File: src/rtl/pqc_issue_ctrl.sv
// PQC issue controller: sits between the RV64 EX stage and the multi-cycle
// PQC coprocessor. Detects PQC custom ops, stalls EX, runs the req/gnt/done
// handshake and returns a single writeback beat. Handles flush, illegal
// funct7 and a coprocessor timeout.
//
// state | meaning
// ------+---------------------------------------------------------------
// IDLE  | no op in flight; watching EX for a PQC op
// ISSUE | cop_req held high with latched fields until cop_gnt
// BUSY  | coprocessor working; counting toward TIMEOUT, waiting for cop_done
// WB    | one cycle: writeback beat (unless killed or rd==0), EX released
module pqc_issue_ctrl #(
   parameter int XLEN    = 64,
   parameter int TIMEOUT = 1024,
   parameter int CNT_W   = 11
) (
   input  logic            clk,
   input  logic            rst_n,
   input  logic            ex_valid,
   input  logic [31:0]     ex_inst,
   input  logic [XLEN-1:0] ex_op_a,
   input  logic [XLEN-1:0] ex_op_b,
   input  logic            flush,
   output logic            stall_o,
   output logic            cop_req,
   output logic [6:0]      cop_funct7,
   output logic [XLEN-1:0] cop_op_a,
   output logic [XLEN-1:0] cop_op_b,
   input  logic            cop_gnt,
   input  logic            cop_done,
   input  logic [XLEN-1:0] cop_result,
   output logic            wb_valid,
   output logic [4:0]      wb_rd,
   output logic [XLEN-1:0] wb_data,
   output logic            illegal_o,
   output logic            timeout_o
);

   localparam logic [6:0]       PQC_OPCODE = 7'b0001011;
   localparam logic [2:0]       PQC_FUNCT3 = 3'b011;
   localparam logic [CNT_W-1:0] CNT_LAST   = CNT_W'(TIMEOUT - 1);

   typedef enum logic [1:0] {IDLE, ISSUE, BUSY, WB} state_t;

   state_t           state;
   logic             killed;
   logic [CNT_W-1:0] cnt;
   logic [4:0]       rd_q;

   logic       is_pqc;
   logic       hit;
   logic       legal;
   logic [6:0] funct7;
   logic       unused_inst;

   assign funct7      = ex_inst[31:25];
   assign is_pqc      = (ex_inst[6:0] == PQC_OPCODE) && (ex_inst[14:12] == PQC_FUNCT3);
   assign hit         = ex_valid & is_pqc & ~flush;
   assign unused_inst = ^ex_inst[24:15];

   // decode the supported funct7 values
   always_comb begin
      legal = 1'b0;
      case (funct7)
         7'd0, 7'd3, 7'd4, 7'd5, 7'd6, 7'd7: legal = 1'b1;
         default:                            legal = 1'b0;
      endcase
   end

   // Stall is combinational so EX is held in the detect cycle itself. Once the
   // in-flight op is killed, EX is only held again if a new PQC op shows up.
   // Gated by rst_n so reset forces every output low without a clock edge.
   always_comb begin
      stall_o = 1'b0;
      if (rst_n) begin
         stall_o = ((state == IDLE) & hit & legal) |
                   (((state == ISSUE) | (state == BUSY)) & (~killed | hit));
      end
   end

   // sequencer FSM with registered handshake, writeback and pulse outputs
   always_ff @(posedge clk or negedge rst_n) begin
      if (!rst_n) begin
         state      <= IDLE;
         killed     <= 1'b0;
         cnt        <= '0;
         rd_q       <= '0;
         cop_req    <= 1'b0;
         cop_funct7 <= '0;
         cop_op_a   <= '0;
         cop_op_b   <= '0;
         wb_valid   <= 1'b0;
         wb_rd      <= '0;
         wb_data    <= '0;
         illegal_o  <= 1'b0;
         timeout_o  <= 1'b0;
      end else begin
         illegal_o <= 1'b0;
         timeout_o <= 1'b0;
         wb_valid  <= 1'b0;
         case (state)
            IDLE: begin
               killed <= 1'b0;
               if (hit && legal) begin
                  cop_funct7 <= funct7;
                  cop_op_a   <= ex_op_a;
                  cop_op_b   <= ex_op_b;
                  rd_q       <= ex_inst[11:7];
                  cop_req    <= 1'b1;
                  state      <= ISSUE;
               end else if (hit) begin
                  illegal_o <= 1'b1;
               end
            end
            ISSUE: begin
               // request is never withdrawn before gnt, a flush only marks the op
               killed <= killed | flush;
               if (cop_gnt) begin
                  cop_req <= 1'b0;
                  cnt     <= '0;
                  state   <= BUSY;
               end
            end
            BUSY: begin
               cnt <= cnt + CNT_W'(1);
               if (cop_done) begin
                  // a flush in the done cycle still suppresses the beat
                  wb_data  <= cop_result;
                  wb_rd    <= rd_q;
                  wb_valid <= ~(killed | flush) & (rd_q != 5'd0);
                  killed   <= killed | flush;
                  state    <= WB;
               end else if (cnt == CNT_LAST) begin
                  timeout_o <= 1'b1;
                  killed    <= 1'b0;
                  state     <= IDLE;
               end else begin
                  killed <= killed | flush;
               end
            end
            WB: begin
               killed <= 1'b0;
               state  <= IDLE;
            end
            default: state <= IDLE;
         endcase
      end
   end

endmodule

File: config.mk
export PLATFORM = sky130hd
export DESIGN_NAME = pqc_issue_ctrl
export DESIGN_NICKNAME = d
export VERILOG_FILES = /design/src/rtl/pqc_issue_ctrl.sv
export SDC_FILE = /design/constraint.sdc
export NUM_CORES = 1
export LEC_CHECK = 0
export CAP_MARGIN = 20
export CORE_ASPECT_RATIO = 0.8
export CORE_UTILIZATION = 30
export DETAILED_ROUTE_END_ITERATION = 8
export REMOVE_ABC_BUFFERS = 1
export SLEW_MARGIN = 20
export SYNTH_ARGS = -nofsm -noshare
export SYNTH_HDL_FRONTEND = slang
export SYNTH_SLANG_ARGS = --single-unit
File: constraint.sdc
create_clock -name clk -period 2.8 [get_ports clk]
set_clock_uncertainty 0.15 [all_clocks]
set_input_delay 0.56 -clock clk [delete_from_list [all_inputs] [get_ports clk]]
set_output_delay 0.56 -clock clk [all_outputs]
set_load 0.1 [all_outputs]
# == After elaboration in Yosys (flattened, before gate mapping) ==
# Cells that the tools add are included.
# op_classes
n_addsub,1
eq_ne,14
n_mux,23
n_bitwise,13
n_reduce_logical,14
# ops
cell,n
$eq A7 B3 Y1 const B,4
$pmux W11 S2,1
$mux W1,14
$add A11 B1 Y11 const B,1
$eq A11 B10 Y1 const B,1
$mux W11,1
$mux W2,4
$pmux W2 S4,1
$eq A7 B2 Y1 const B,1
$eq A7 B4 Y1 const B,1
$logic_not A7 Y1,1
$and A1 B1 Y1,6
$reduce_and A2 Y1,3
$reduce_and A3 Y1,2
$reduce_or A6 Y1,1
$reduce_bool A5 Y1,1
$eq A2 B2 Y1 const B,2
$or A1 B1 Y1,4
$reduce_bool A2 Y1,2
$eq A3 B2 Y1 const B,1
$ne A3 B2 Y1 const B,1
$not A1 Y1,3
$pmux W1 S3,1
$eq A2 B1 Y1 const B,1
other kinds (6),7
# word_totals
reg_bits,227
inputBits,230
output_inout_bits,209
wordCells,78

# == Logic depth before layout (Yosys ltp) ==
# logic_depth
word_depth,8
depth_mapped,8
mapped_depth_nobuf,6

# == Worst setup path after synthesis ==
# No wires, ideal clock.
# synth_path
kind,input-to-output
startpoint,in ex_inst[2]
endpoint,out stall_o
t_arrival_ps,2887
path_slack_ps,-797
path_stages,7
n_path_buf,2
cell_sequence,nor4b_2 -> nand4_1 -> nor2_2 -> buf_6 -> buf_6 -> a21oi_1 -> nor2b_1
# synth_via
elab_chain_len,8
word_cells_on_any_way,10
cone_classes,eq/ne: 1; mux: 1; bitwise: 7; reduce/logical: 1
# synth_rtl
element,line,source
from (decl),20,"input logic [31:0] ex_inst,"
$eq A7 B4 Y1 *,57,assign is_pqc = (ex_inst[6:0] == PQC_OPCODE) && (ex_inst[14:12] == PQC_FUNCT3);
$logic_and A1 B1 Y1 *,57,
$and A1 B1 Y1 * (2 in series),58,assign hit = ex_valid & is_pqc & ~flush;
$and A1 B1 Y1 / $or A1 B1 Y1 (equally long branches),"76, 77",
"$and A1 B1 Y1, on equally long branches","76, 77",
$or A1 B1 Y1 *,76,stall_o = ((state == IDLE) & hit & legal) |
$mux W1 *,75,if (rst_n) begin
to (decl),24,"output logic stall_o,"
# Every way passes the cells marked *; elsewhere a longest branch is shown, timed or not.

# == Worst setup path after layout ==
# layout_path
startpoint,in flush
endpoint,out stall_o
# layout_via
elab_chain_len,6
word_cells_on_any_way,8
cone_classes,mux: 1; bitwise: 7
# layout_rtl
element,line,source
from (decl),23,"input logic flush,"
$not A1 Y1 *,58,
$and A1 B1 Y1 *,58,
$and A1 B1 Y1 / $or A1 B1 Y1 (equally long branches),"76, 77",
"$and A1 B1 Y1, on equally long branches","76, 77",
$or A1 B1 Y1 *,76,
$mux W1 *,75,
# Marks and branches as above.

==> impl_metrics.ini <==
[timing]
fin_crit_sh = 0.970
finalMaxSlewViolations = 0
finalCriticalPeriod_ps = 2720
max_freq_mhz = 368
timing_worst_slew_pin_value_ps = 674
whs_ps = 315
setup_violations = 0
maxSlewHeadroom = 0.551
report.final.hold_viol_count = 0

[layout]
most-common-layout-cells = 227 x sky130_fd_sc_hd__dfrtp_1, 221 x sky130_fd_sc_hd__buf_4, 214 x sky130_fd_sc_hd__clkdlybuf4s50_1
layout.nets = 1243
areaGrowthSynthToFinish_pct = 59.9
num_antenna_cells = 0
stdcell_area_um2 = 14000
layout.cells.most_common = sky130_fd_sc_hd__dfrtp_1
fraction_of_final_layout_cells_with_drive_strength_greater_than_1 = 0.398

[yosys]
netlist-cell-type-count = 36
synth-seq-area-share = 0.649
ys_ff_latch = 227
yosys_warnings = 0
synth_cells = 554
postSynthAreaPerCell_um2 = 15.8
synthesis.area_um2 = 8750

[detailed_routing]
vias_per_cell = 4.45
drt-pass1-iter-count = 6
detailroute.via_count = 6224
wl_per_cell_um = 17.6
drc_errors = 18
routed_wl_mm = 24.7
postRouteAntennaNets = 0
dr.first_iter.drc_count = 228

[clock_tree]
cts-root-to-sink-buffers = 3
worst_setup_hold_path_clk_slew_ps = 60
tritoncts.num_buffers = 26
numClockSinks = 227
h-tree-depth = 1
source_to_sink_clock_delay_at_the_later_pin_of_the_worst_skew_pair_ps = 530
tritoncts = done
root_buffer = sky130_fd_sc_hd__clkbuf_16

[setup_path]
startpoint_type = primary input
worstSetupPathType = in2out
worst_setup_path_end_kind = primary output
arr_time_crit_path_ps = 2010
worst_path_dominant_cell_family = simple AND/OR/NAND/NOR gates
slowest_stage = sky130_fd_sc_hd__clkdlybuf4s50_1
data_required_time_of_the_critical_path_ps = 2090
critical_path.cell_chain = clkdlybuf4s50_1 -> and4bb_2 -> nand4_1 -> nor2_4 -> a21oi_2 -> nor2b_2 -> buf_12
cp_slowest_stage_delay_ps = 430
worstPathMaxFanout = 2
cp_num_buf_inv = 2

[floorplanning]
floorplan.die.width_um = 193
core_area_um2 = 28500
start_util = 0.307
design.portCount = 439
chipHeight_um = 155
die_area_um2 = 29900
fp-row-count = 55

[placed_design]
place.gp.congestion = 0.768
portBuffers = 428
dpl_cell_area_um2 = 13100
hpwl_mm = 18.4

[power_and_ir_drop]
powerDensity_nw_per_um2 = 947
leakagePower_nw = 6.96
vdd.ir_drop.worst_v = 0.000933

[global_routing]
grt_total_ovfl = 0
globalRouteTotalUtil = 0.159
grt_pass1_vias = 6496
pin_count_of_the_biggest_net_entering_global_routing = 124
antenna_found_initial = 0
first_pass_grt_wire_length_mm = 36.9

[job]
cap_viol_max_count = 0

[worst_hold_path]
worstHoldPathType = reg2reg

[status]
violations_in_the_final_reports = DRC
status = finished with violations
cells in the mapped netlist:
library cell / n / share of area
sky130_fd_sc_hd__nand2b_1: 2 / 0.0014
sky130_fd_sc_hd__nor2b_1: 6 / 0.0043
sky130_fd_sc_hd__o31ai_1: 3 / 0.0026
sky130_fd_sc_hd__ha_1: 4 / 0.0057
sky130_fd_sc_hd__nor2_1: 8 / 0.0034
sky130_fd_sc_hd__and4_1: 1 / 0.0010
sky130_fd_sc_hd__nand3b_1: 1 / 0.00086
sky130_fd_sc_hd__inv_1: 2 / 0.00086
sky130_fd_sc_hd__mux2i_1: 3 / 0.0034
sky130_fd_sc_hd__and2_1: 2 / 0.0014
sky130_fd_sc_hd__mux2_2: 131 / 0.17
sky130_fd_sc_hd__and4bb_2: 1 / 0.0014
sky130_fd_sc_hd__o2bb2ai_1: 2 / 0.0020
sky130_fd_sc_hd__a31oi_1: 1 / 0.00072
sky130_fd_sc_hd__a21oi_1: 5 / 0.0029
sky130_fd_sc_hd__clkinv_1: 1 / 0.00043
sky130_fd_sc_hd__o22a_1: 1 / 0.0010
sky130_fd_sc_hd__dfrtp_1: 227 / 0.65
sky130_fd_sc_hd__nand3_1: 4 / 0.0023
sky130_fd_sc_hd__a21o_1: 3 / 0.0026
sky130_fd_sc_hd__or4_1: 2 / 0.0017
sky130_fd_sc_hd__buf_6: 9 / 0.012
sky130_fd_sc_hd__buf_1: 3 / 0.0013
sky130_fd_sc_hd__clkbuf_1: 5 / 0.0021
sky130_fd_sc_hd__nand4_1: 5 / 0.0036
sky130_fd_sc_hd__buf_2: 7 / 0.0040
sky130_fd_sc_hd__and4b_1: 2 / 0.0023
sky130_fd_sc_hd__xnor2_1: 1 / 0.0010
sky130_fd_sc_hd__o21ai_0: 13 / 0.0074
sky130_fd_sc_hd__nor4_1: 2 / 0.0014
sky130_fd_sc_hd__o21ai_1: 1 / 0.00057
sky130_fd_sc_hd__nand2_1: 17 / 0.0073
sky130_fd_sc_hd__nor4b_2: 1 / 0.0017
sky130_fd_sc_hd__nor2_2: 1 / 0.00072
sky130_fd_sc_hd__nor3_1: 3 / 0.0017
sky130_fd_sc_hd__mux2_1: 74 / 0.095
stage by stage:
step | util | instances | TNS (ps) | setup slack [ps] | total power [W]
final | 0.491 | 1399 | 0 | 84.4 | 0.0133
after global routing | 0.491 | 1399 | -5.81 | -5.81 | 0.0138
after CTS | 0.490 | 1397 | 0 | 33.7 | 0.0134
after detailed placement | 0.459 | 1346 | -5280 | -143 | 0.0100
after global placement | 0.459 | 1346 | -3740 | -123 | 0.00997
after floorplan | - | 530 | -377320 | -4060 | 0.00842
power breakdown:
part	leakage (nW)	switching [W]	internal (W)
logic	3.51	0.00441	0.00146
clock network	0.414	0.00135	0.00197
registers	3.03	0.000267	0.00379
layer usage:
layer / wire (um) / part of all wire / GRT usage
met1: 9720 / 0.39 / 0.191
met2: 12200 / 0.49 / 0.271
met5: 0 / 0 / 0
met4: 509 / 0.021 / 0.0413
met3: 2230 / 0.091 / 0.0533
registers in the layout (all words and copies together) (netlist names):
signal and flops:
cop_op_a 64, cop_op_b 64, wb_data 64, cnt 11
cop_funct7 7, rd_q 5, wb_rd 5, state 2
cop_req 1, illegal_o 1, killed 1, timeout_o 1
wb_valid 1
logic make-up (layout without fill, tap and decap cells):
| group | count (synthesis) | count (layout) | synth area share |
|---|---|---|---|
| flops | 227 | 227 | 0.649 |
| mux | 208 | 208 | 0.267 |
| simple gates | 58 | 58 | 0.0366 |
| compound gates | 29 | 29 | 0.0197 |
| buf+inv | 27 | 502 | 0.0203 |
| fa+ha+maj | 4 | 4 | 0.00572 |
| xor+xnor | 1 | 1 | 0.00100 |
repair_timing:
action / in CTS / in global routing
hold buffers: 1 / 0
gates resized for setup: 5 / 3
setup buffers: 2 / 2
pin swaps: 3 / 2
endpoints found under the setup margin: 1 / 1
endpoints found under the hold margin: 47 / 0
final cells by class:
class | instances | area, um2
fill | 2558 | 14500
clock buffer | 40 | 763
clock inverter | 8 | 82.6
multi-input combinational | 300 | 2920
sequential | 227 | 5680
tap | 370 | 463
inverter | 3 | 11.3
timing repair buffer | 451 | 4070
path summary, 6_finish.rpt:
path / end / cells after the start / slack (ps) / startpoint
max in group asynchronous: cop_op_a[13] / 3 / 1310 / rst_n
min in group asynchronous: rd_q[4] / 3 / 620 / rst_n
min: wb_valid / 1 / 320 / killed
max reg2reg: cop_op_a[10] / 11 / 260 / state[0]
max: stall_o / 7 / 80 / flush
min reg2reg: wb_valid / 1 / 320 / killed
(Power assumes the default switching activity.)
